<file path="src/rtl/start_stop_debouncer.sv">
// start_stop_debouncer: synchronizes and debounces the start/stop button,
// then turns each clean press into a one-cycle press pulse and a run toggle.
//
// Ports:
//   clk        in   system clock
//   reset      in   synchronous, active-high reset
//   btn_raw    in   raw asynchronous button input
//   btn_level  out  debounced button level
//   press      out  one-cycle pulse per accepted press
//   run        out  toggles on each press (stopwatch start_stop)
//   clear      out  one-cycle long-press pulse (LONG_PRESS_EN only)
//
// Build option: define LONG_PRESS_EN to add the long-press clear.
module start_stop_debouncer #(
  parameter int DEBOUNCE_CYCLES   = 1_000_000,
  parameter int LONG_PRESS_CYCLES = 200_000_000
) (
  input  logic clk,
  input  logic reset,
  input  logic btn_raw,
  output logic btn_level,
  output logic press,
  output logic run,
  output logic clear
);

  localparam int CW = $clog2(DEBOUNCE_CYCLES + 1);
  localparam logic [CW-1:0] CNT_MAX = CW'(DEBOUNCE_CYCLES);

  typedef enum logic [1:0] {
    IDLE_LOW,
    WAIT_HIGH,
    PRESSED,
    WAIT_LOW
  } state_e;

  logic          s1_q, s1_d;
  logic          sync_q, sync_d;
  state_e        state_q, state_d;
  logic [CW-1:0] cnt_q, cnt_d;
  logic          level_q, level_d;
  logic          press_q, press_d;
  logic          run_q, run_d;
  logic          clear_q, clear_d;

`ifdef LONG_PRESS_EN
  localparam int HW = $clog2(LONG_PRESS_CYCLES + 1);
  localparam logic [HW-1:0] HOLD_MAX = HW'(LONG_PRESS_CYCLES);
  logic [HW-1:0] hold_q, hold_d;
`else
  localparam bit CFG_OK = LONG_PRESS_CYCLES > DEBOUNCE_CYCLES;
`endif

  always_comb begin
    s1_d    = btn_raw;
    sync_d  = s1_q;
    state_d = state_q;
    cnt_d   = cnt_q;
    unique case (state_q)
      IDLE_LOW: begin
        if (sync_q) begin
          state_d = WAIT_HIGH;
          cnt_d   = CW'(1);
        end
      end
      WAIT_HIGH: begin
        if (!sync_q) begin
          state_d = IDLE_LOW;
          cnt_d   = '0;
        end else if (cnt_q == CNT_MAX) begin
          state_d = PRESSED;
          cnt_d   = '0;
        end else begin
          cnt_d = cnt_q + CW'(1);
        end
      end
      PRESSED: begin
        if (!sync_q) begin
          state_d = WAIT_LOW;
          cnt_d   = CW'(1);
        end
      end
      WAIT_LOW: begin
        if (sync_q) begin
          state_d = PRESSED;
          cnt_d   = '0;
        end else if (cnt_q == CNT_MAX) begin
          state_d = IDLE_LOW;
          cnt_d   = '0;
        end else begin
          cnt_d = cnt_q + CW'(1);
        end
      end
    endcase

    // Outputs are decoded from the next state so they register
    // on the same edge as the state change.
    level_d = (state_d == PRESSED) || (state_d == WAIT_LOW);
    press_d = (state_q == WAIT_HIGH) && (state_d == PRESSED);
    run_d   = run_q ^ press_d;

`ifdef LONG_PRESS_EN
    hold_d  = hold_q;
    clear_d = 1'b0;
    if (press_d) begin
      hold_d = '0;
    end else if ((state_q == PRESSED) || (state_q == WAIT_LOW)) begin
      // Saturating: one clear per press at most.
      if (hold_q != HOLD_MAX) begin
        hold_d  = hold_q + HW'(1);
        clear_d = (hold_q == HOLD_MAX - HW'(1));
      end
    end
    if (clear_d) run_d = 1'b0;
`else
    clear_d = 1'b0 & CFG_OK;
`endif
  end

  always_ff @(posedge clk) begin
    if (reset) begin
      s1_q    <= 1'b0;
      sync_q  <= 1'b0;
      state_q <= IDLE_LOW;
      cnt_q   <= '0;
      level_q <= 1'b0;
      press_q <= 1'b0;
      run_q   <= 1'b0;
      clear_q <= 1'b0;
`ifdef LONG_PRESS_EN
      hold_q  <= '0;
`endif
    end else begin
      s1_q    <= s1_d;
      sync_q  <= sync_d;
      state_q <= state_d;
      cnt_q   <= cnt_d;
      level_q <= level_d;
      press_q <= press_d;
      run_q   <= run_d;
      clear_q <= clear_d;
`ifdef LONG_PRESS_EN
      hold_q  <= hold_d;
`endif
    end
  end

  assign btn_level = level_q;
  assign press     = press_q;
  assign run       = run_q;
  assign clear     = clear_q;

endmodule

</file>
<file path="config.mk">
export PLATFORM = sky130hd
export DESIGN_NAME = start_stop_debouncer
export DESIGN_NICKNAME = d
export VERILOG_FILES = /design/src/rtl/start_stop_debouncer.sv
export SDC_FILE = /design/constraint.sdc
export NUM_CORES = 1
export LEC_CHECK = 0
export CORE_MARGIN = 2
export CORE_UTILIZATION = 39
export CTS_BUF_LIST = sky130_fd_sc_hd__clkbuf_4
export CTS_CLUSTER_SIZE = 14
export DETAILED_ROUTE_END_ITERATION = 12
export DONT_BUFFER_PORTS = 1
export PLACE_DENSITY_LB_ADDON = 0.3
export SYNTH_ARGS = -nofsm -noshare
export SYNTH_HDL_FRONTEND = slang
export SYNTH_SLANG_ARGS = --single-unit
export TNS_END_PERCENT = 20
</file>
<file path="constraint.sdc">
create_clock -name clk -period 3.45 [get_ports clk]
set_input_delay 0.8625 -clock clk [delete_from_list [all_inputs] [get_ports clk]]
set_output_delay 0.8625 -clock clk [all_outputs]
set_load 0.05 [all_outputs]
</file>
==> impl_metrics.prom, run 1 <==
# TYPE chip_impl_metric gauge
chip_impl_metric{name="gr-total-overflow",unit=""} 0
chip_impl_info{name="worstSetupEndpointType",value="flop"} 1
chip_impl_metric{name="gp_congestion",unit=""} 0.853
chip_impl_info{name="startpoint_type",value="flop"} 1
chip_impl_info{name="cp_cell_sequence",value="inv_1 > ha_1 > nor4bb_1 > nand3_1 > o21ai_2 > nor4b_1 > a311o_1"} 1
chip_impl_metric{name="fin_crit_sh",unit=""} 0.594
chip_impl_info{name="worstSetupPathType",value="reg -> reg"} 1
chip_impl_metric{name="power-per-cell-area",unit="mW/mm2"} 313
chip_impl_metric{name="worst-slew-pin-transition",unit="ns"} 0.532
chip_impl_metric{name="worst_setup_hold_path_clk_slew",unit="ns"} 0.15
chip_impl_metric{name="wl_per_cell",unit="um"} 14.4
chip_impl_metric{name="top_level_ports",unit=""} 7
chip_impl_metric{name="max-clock-path-buffers",unit=""} 2
chip_impl_metric{name="post_drt_via_cell_ratio",unit=""} 5.94
chip_impl_metric{name="syn2layout_area_growth",unit="%"} 3.21
chip_impl_metric{name="synthesis.area",unit="mm2"} 0.00148
chip_impl_metric{name="largest_net_degree_at_the_start_of_global_routing",unit=""} 28
chip_impl_metric{name="max_clock_freq",unit="MHz"} 488
chip_impl_metric{name="multiInputGateArea",unit="um2"} 873
chip_impl_metric{name="htree_levels",unit=""} 1
chip_impl_metric{name="die_area",unit="mm2"} 0.00430
chip_impl_info{name="result_of_the_run",value="finished, final reports clean"} 1
chip_impl_metric{name="antenna_cells",unit=""} 0
chip_impl_metric{name="number_of_gates_given_a_new_drive_strength_after_cts",unit=""} 0
chip_impl_metric{name="port_buffers",unit=""} 0
chip_impl_metric{name="edff_count_synth",unit=""} 0
chip_impl_metric{name="cts_setup_buffers",unit=""} 0
chip_impl_metric{name="rows",unit=""} 22
chip_impl_metric{name="slew_viol_final",unit=""} 0
chip_impl_metric{name="syn-instance-count",unit=""} 167
chip_impl_info{name="ys.flop_type",value="dfxtp_1"} 1
chip_impl_metric{name="regArea",unit="um2"} 541
chip_impl_metric{name="die_width",unit="um"} 65.6
chip_impl_metric{name="post_route_cells_drive_above_1_share",unit=""} 0.110
chip_impl_metric{name="proportion_of_register_bits_with_asynchronous_set_or_reset_after_synthesis",unit=""} 0
chip_impl_metric{name="postSynthAreaPerCell",unit="um2"} 8.86
chip_impl_metric{name="numCtsBuffers",unit=""} 3
chip_impl_metric{name="worstPathRequired",unit="ns"} 3.69
chip_impl_metric{name="starting_utilization_of_the_core_area",unit=""} 0.404
chip_impl_metric{name="drt_iter0_markers",unit=""} 51
chip_impl_metric{name="power.ir.vdd_worst",unit="uV"} 169
chip_impl_metric{name="chipHeight",unit="um"} 65.6
chip_impl_metric{name="finalHoldViolations",unit=""} 0
chip_impl_metric{name="synth_nets",unit=""} 172
chip_impl_info{name="worstHoldPathType",value="reg -> reg"} 1
chip_impl_metric{name="crit_path_max_incr_delay",unit="ns"} 0.46
chip_impl_info{name="tritoncts",value="yes"} 1
chip_impl_metric{name="antenna_left",unit=""} 0
chip_impl_metric{name="postSynthRegisterBits",unit=""} 27
chip_impl_metric{name="clkSinkCount",unit=""} 27
chip_impl_metric{name="place_hpwl",unit="mm"} 2.15
chip_impl_info{name="grt_setup_unrepaired",value="false"} 1
chip_impl_metric{name="synth_cell_types",unit=""} 52
chip_impl_metric{name="synth-seq-area-share",unit=""} 0.365
chip_impl_metric{name="cap_violations",unit=""} 0
chip_impl_metric{name="remaining_drc_errors",unit=""} 0
chip_impl_metric{name="drt_wl_total",unit="mm"} 3.04
chip_impl_metric{name="p_leak",unit="nW"} 0.517
chip_impl_metric{name="timing.critical_path.arrival",unit="ns"} 2.29
chip_impl_metric{name="clock_insertion_delay_worst_skew",unit="ns"} 0.34
chip_impl_metric{name="cts.hold.buffers_added",unit=""} 0
chip_impl_metric{name="slew-limit-headroom",unit=""} 0.645
chip_impl_metric{name="grt_pass1_wl",unit="mm"} 5.38
chip_impl_metric{name="detailedRoute.firstPassIterationCount",unit=""} 4
chip_impl_metric{name="grt_antenna_before_repair",unit=""} 0
chip_impl_metric{name="layout.filler_cells",unit=""} 360
chip_impl_metric{name="yosys_warnings",unit=""} 0
chip_impl_metric{name="via_count",unit=""} 1253
chip_impl_metric{name="finalCriticalPeriod",unit="ns"} 2.05
chip_impl_metric{name="final_nets",unit=""} 169
chip_impl_info{name="worst_path_dominant_cell_family",value="compound AO/OA/AOI/OAI gates"} 1
chip_impl_metric{name="track_usage",unit=""} 0.160
chip_impl_metric{name="finalSetupTns",unit="ns"} 0
chip_impl_metric{name="worst-path-buf-inv",unit=""} 1
chip_impl_metric{name="worst-path-max-fanout",unit=""} 12
chip_impl_info{name="ctsRootBufferMaster",value="clkbuf_4"} 1
chip_impl_info{name="crit_slowest_cell",value="o21ai_2"} 1
chip_impl_metric{name="clock_skews",unit="ns"} 0.00761
chip_impl_metric{name="first_global_vias",unit=""} 1160
chip_impl_metric{name="place_ws",unit="ns"} 1.40
chip_impl_metric{name="setup_slack",unit="ns"} 1.40
chip_impl_metric{name="setup_viol_count_final",unit=""} 0
chip_impl_metric{name="design.core.area",unit="mm2"} 0.00366
## synthesized netlist by cell type, types with 2 or more instances
cell | n | area [um2]
dfxtp_1 | 27 | 541
nand3_1 | 18 | 90.1
nor2_1 | 15 | 56.3
nand2_1 | 10 | 37.5
a21oi_1 | 7 | 35.0
nand4_1 | 7 | 43.8
clkbuf_1 | 5 | 18.8
nor3_1 | 5 | 25.0
and3_1 | 4 | 25.0
inv_1 | 4 | 15.0
nor4b_1 | 4 | 35.0
xor2_1 | 4 | 35.0
a31o_2 | 3 | 26.3
and2_1 | 3 | 18.8
nor2b_1 | 3 | 18.8
or3_1 | 3 | 18.8
a311o_1 | 2 | 20.0
a311oi_1 | 2 | 17.5
and4_1 | 2 | 17.5
buf_4 | 2 | 15.0
ha_1 | 2 | 25.0
nand3b_1 | 2 | 15.0
nor4b_4 | 2 | 47.6
o21ai_0 | 2 | 10.0
or4_1 | 2 | 15.0
## cell usage in the layout (no fill, tap or decap), drive strengths merged, types with 2 or more instances in the layout
master	netlist	layout
nand3b	2	2
xor2	4	4
nor2b	3	3
nand4	8	8
or4	2	2
clkbuf	5	3
o21ai	3	3
nand2	10	10
a31o	4	4
inv	4	4
and4	2	2
o211ai	2	2
or3	3	3
a21oi	8	8
nand3	19	19
ha	2	2
nor4b	7	7
dfxtp	27	27
a311o	2	2
and3	4	4
nor3	6	6
a311oi	2	2
and2	3	3
nor2	15	15
## flip-flops by register name, summed over array words and instances, names as in the netlist
signal,flops
sync_q,1
s1_q,1
run,1
btn_level,1
state_q,2
cnt_q,20
press,1
## per-layer routing
metal / up-vias / share of wire / track usage
met5: - / 0 / 0
met4: 0 / 0.018 / 0.0547
met3: 4 / 0.046 / 0.0274
met2: 37 / 0.48 / 0.268
met1: 596 / 0.46 / 0.207
li1: 616 / - / -
## worst reg2reg max path, delay by kind of cell (launching register included)
kind            cells  cell delay [ns]
compound gates      2             0.78
simple gates        3             0.56
flops               1             0.40
fa+ha+maj           1             0.13
buf+inv             1             0.08
## path summary, 6_finish.rpt
kind                               start         to  slack, ns  cells past startpoint
worst min-delay path                s1_q     sync_q       0.45                      1
worst max register to register  cnt_q[0]  cnt_q[16]       1.40                      7
worst min register to register      s1_q     sync_q       0.45                      1
worst max-delay path            cnt_q[0]  cnt_q[16]       1.40                      7
## layout make-up
| class | instances | share of cell area |
|---|---|---|
| sequential | 27 | 0.354 |
| timing repair buffer | 1 | 0.00492 |
| tap | 48 | 0.0393 |
| inverter | 4 | 0.00984 |
| clock buffer | 3 | 0.0148 |
| clock inverter | 1 | 0.00492 |
| multi-input combinational | 127 | 0.572 |
## kinds of logic after synthesis
| kind of cell | Yosys count | synth area share |
|---|---|---|
| other | 1 | 0.00254 |
| and+or+nand+nor | 90 | 0.387 |
| DFF | 27 | 0.365 |
| adders and majority gates | 2 | 0.0169 |
| buffers and inverters | 13 | 0.0440 |
| muxes | 2 | 0.0144 |
| xor gates and xnor gates | 5 | 0.0296 |
| AOI/OAI and AO/OA | 27 | 0.140 |
## metrics by stage
step / cell area [um2] / hold slack, ns / std cells / power (W) / utilization
3_3_place_gp: 1500 / 0.423 / 207 / 0.000341 / 0.409
5_1_grt: 1530 / 0.471 / 211 / 0.000501 / 0.417
3_5_place_dp: 1500 / 0.431 / 207 / 0.000341 / 0.409
6_report: 1530 / 0.453 / 211 / 0.000478 / 0.417
2_1_floorplan: 1480 / 0.414 / 167 / 0.000341 / -
4_1_cts: 1530 / 0.456 / 211 / 0.000484 / 0.417
## where the power goes
part	leakage, nW	switching, W	internal (W)	total (W)
clock network	0.0139	0.0000992	0.0000445	0.000144
logic	0.285	0.0000140	0.00000455	0.0000185
registers	0.218	0.00000198	0.000314	0.000316
total	0.517	0.000115	0.000363	0.000478
No activity file was read; power rests on OpenSTA's default activity.
==> run 2, diff against run 1 <==
- clock period: 3.45 -> 1.96 ns (I/O delays scaled with it)
==> run 2 against run 1 <==
Die area stayed put. Via count is 3.0% higher. First-iteration DRC count is 37% higher. Sequential share of layout area is 2.4 points lower. Non-clock buffer count is 10 higher. Worst setup slack worse by 1.3 ns.
==> impl_metrics.prom, run 2 (synthesis results as in run 1) <==
# TYPE chip_impl_metric gauge
chip_impl_metric{name="top_level_ports",unit=""} 7
chip_impl_info{name="grt_setup_unrepaired",value="false"} 1
chip_impl_metric{name="design.core.area",unit="mm2"} 0.00366
chip_impl_metric{name="clock_insertion_delay_worst_skew",unit="ns"} 0.34
chip_impl_metric{name="fin_area",unit="mm2"} 0.00164
chip_impl_info{name="worstHoldPathType",value="in -> reg"} 1
chip_impl_metric{name="worst-slew-pin-transition",unit="ns"} 0.528
chip_impl_metric{name="post_drt_via_cell_ratio",unit=""} 5.84
chip_impl_info{name="tritoncts",value="yes"} 1
chip_impl_metric{name="first_global_vias",unit=""} 1221
chip_impl_metric{name="max-clock-path-buffers",unit=""} 2
chip_impl_metric{name="clock_skews",unit="ns"} 0.00365
chip_impl_metric{name="grt.met3_usage",unit=""} 0.0360
chip_impl_metric{name="post_dp_cell_area",unit="mm2"} 0.00157
chip_impl_metric{name="final_nets",unit=""} 179
chip_impl_metric{name="grt_pass1_wl",unit="mm"} 5.58
chip_impl_info{name="ctsRootBufferMaster",value="clkbuf_4"} 1
chip_impl_info{name="grt_most_used_layer",value="met2"} 1
chip_impl_metric{name="cap_violations",unit=""} 0
chip_impl_metric{name="worst-path-max-fanout",unit=""} 3
chip_impl_metric{name="max_clock_freq",unit="MHz"} 538
chip_impl_metric{name="track_usage",unit=""} 0.165
chip_impl_metric{name="gp_congestion",unit=""} 0.878
chip_impl_metric{name="finalHoldViolations",unit=""} 0
chip_impl_metric{name="antenna_left",unit=""} 0
chip_impl_metric{name="fin_util",unit=""} 0.448
chip_impl_metric{name="largest_net_degree_at_the_start_of_global_routing",unit=""} 28
chip_impl_metric{name="htree_levels",unit=""} 1
chip_impl_metric{name="power-per-cell-area",unit="mW/mm2"} 517
chip_impl_metric{name="drt_wl_total",unit="mm"} 3.27
chip_impl_metric{name="finalSetupTns",unit="ns"} 0
chip_impl_metric{name="cts.hold.buffers_added",unit=""} 0
chip_impl_metric{name="remaining_drc_errors",unit=""} 0
chip_impl_metric{name="gr-total-overflow",unit=""} 0
chip_impl_metric{name="depth_of_the_worst_register_to_register_path",unit=""} 6
chip_impl_metric{name="syn2layout_area_growth",unit="%"} 10.8
chip_impl_metric{name="finalCriticalPeriod",unit="ns"} 1.86
chip_impl_info{name="timing.rr.start",value="cnt_q[1]"} 1
chip_impl_metric{name="starting_utilization_of_the_core_area",unit=""} 0.404
chip_impl_info{name="cp_cell_sequence",value="ha_1 > and4_1 > nor4b_4 > nand3_1 > or4_1 > o211ai_2"} 1
chip_impl_metric{name="largest_register_ffs",unit=""} 20
chip_impl_metric{name="power.ir.vdd_worst",unit="uV"} 412
chip_impl_metric{name="slew-limit-headroom",unit=""} 0.648
chip_impl_info{name="worstSetupEndpointType",value="flop"} 1
chip_impl_info{name="worstSetupPathType",value="reg -> reg"} 1
chip_impl_metric{name="place_hpwl",unit="mm"} 2.38
chip_impl_metric{name="drt_iter0_markers",unit=""} 70
chip_impl_metric{name="rrSetupSlack",unit="ns"} 0.10
chip_impl_metric{name="rows",unit=""} 22
chip_impl_info{name="hold_end",value="cnt_q[6]"} 1
chip_impl_metric{name="fin_crit_sh",unit=""} 0.948
chip_impl_info{name="layout.cells.most_common_list",value="dfxtp_1 (26), nand3_1 (18), nor2_1 (15)"} 1
chip_impl_metric{name="min_path_cells",unit=""} 1
chip_impl_metric{name="p_leak",unit="nW"} 0.575
chip_impl_metric{name="die_area",unit="mm2"} 0.00430
chip_impl_metric{name="worst_setup_hold_path_clk_slew",unit="ns"} 0.15
chip_impl_metric{name="slew_viol_final",unit=""} 0
chip_impl_info{name="startpoint_type",value="flop"} 1
chip_impl_metric{name="met1_usage",unit=""} 0.223
chip_impl_info{name="result_of_the_run",value="finished, final reports clean"} 1
chip_impl_info{name="top_register",value="cnt_q"} 1
chip_impl_metric{name="setup_viol_count_final",unit=""} 0
chip_impl_info{name="crit_slowest_cell",value="or4_1"} 1
chip_impl_metric{name="power",unit="W"} 0.000847
chip_impl_info{name="crit-reg2reg-capture",value="cnt_q[18]"} 1
chip_impl_metric{name="wl_per_cell",unit="um"} 14.8
chip_impl_info{name="final_common_cell",value="dfxtp_1"} 1
chip_impl_metric{name="grt_antenna_before_repair",unit=""} 0
chip_impl_metric{name="cts_setup_buffers",unit=""} 0
chip_impl_metric{name="numCtsBuffers",unit=""} 3
chip_impl_metric{name="crit_path_max_incr_delay",unit="ns"} 0.42
chip_impl_metric{name="chipHeight",unit="um"} 65.6
chip_impl_metric{name="gr-usage-met2",unit=""} 0.261
chip_impl_metric{name="clkSinkCount",unit=""} 27
chip_impl_info{name="timing.hold.worst.start",value="reset"} 1
chip_impl_metric{name="layout.filler_cells",unit=""} 355
chip_impl_metric{name="via_count",unit=""} 1290
chip_impl_info{name="reg_top3",value="cnt_q: 20 flops, state_q: 2 flops"} 1
chip_impl_metric{name="worstPathRequired",unit="ns"} 2.24
chip_impl_metric{name="port_buffers",unit=""} 0
chip_impl_metric{name="detailedRoute.firstPassIterationCount",unit=""} 4
chip_impl_metric{name="die_width",unit="um"} 65.6
chip_impl_metric{name="post_route_cells_drive_above_1_share",unit=""} 0.179
chip_impl_metric{name="timing.critical_path.arrival",unit="ns"} 2.14
chip_impl_metric{name="antenna_cells",unit=""} 0
## run 2: where the power goes
part           internal [W]  leakage, nW  switching [W]
Combinational     0.0000129        0.343      0.0000266
Sequential         0.000553        0.218     0.00000289
Clock             0.0000784       0.0139       0.000173
## run 2: what timing repair did
item	in CTS	in global routing
gates resized for setup	0	6
setup endpoints to repair	0	17
endpoints found under the hold margin	0	0
## run 2: layer usage
layer / up-vias / routed length, um
li1: 638 / -
met1: 629 / 1560
met2: 19 / 1540
met3: 4 / 125
met4: 0 / 40
met5: - / 0
## run 2: worst max-delay path by stage
| stage | from | to |
|---|---|---|
| finish | cnt_q[1] | cnt_q[18] |
| global route | cnt_q[0] | cnt_q[18] |
| CTS | cnt_q[0] | cnt_q[8] |
| detailed placement | cnt_q[0] | cnt_q[8] |
| global placement | cnt_q[0] | cnt_q[8] |
| floorplan | cnt_q[0] | cnt_q[18] |
## run 2: stage by stage
step           std cells  hold slack, ns  setup slack, ns
2_1_floorplan        167           0.414            0.158
3_3_place_gp         217           0.422            0.117
3_5_place_dp         217           0.422           0.0382
4_1_cts              221           0.183           0.0118
5_1_grt              221           0.171          0.00733
6_report             221           0.203            0.101
## run 2: worst max-delay path: cells and delay by family (launching register included)
family / cells / cell delay (ns)
simple gates: 4 / 1.08
flops: 1 / 0.39
fa+ha+maj: 1 / 0.19
compound gates: 1 / 0.14
## run 2: cell type report
class                   count  area, um2  share of cell area
inverters                   4       15.0             0.00916
clock buffers               3       22.5              0.0137
multi-input cells         127        910               0.555
repair buffers             11       82.6              0.0504
flip-flops and latches     27        542               0.331
well taps                  48       60.1              0.0366
clock inverters             1       7.51             0.00458
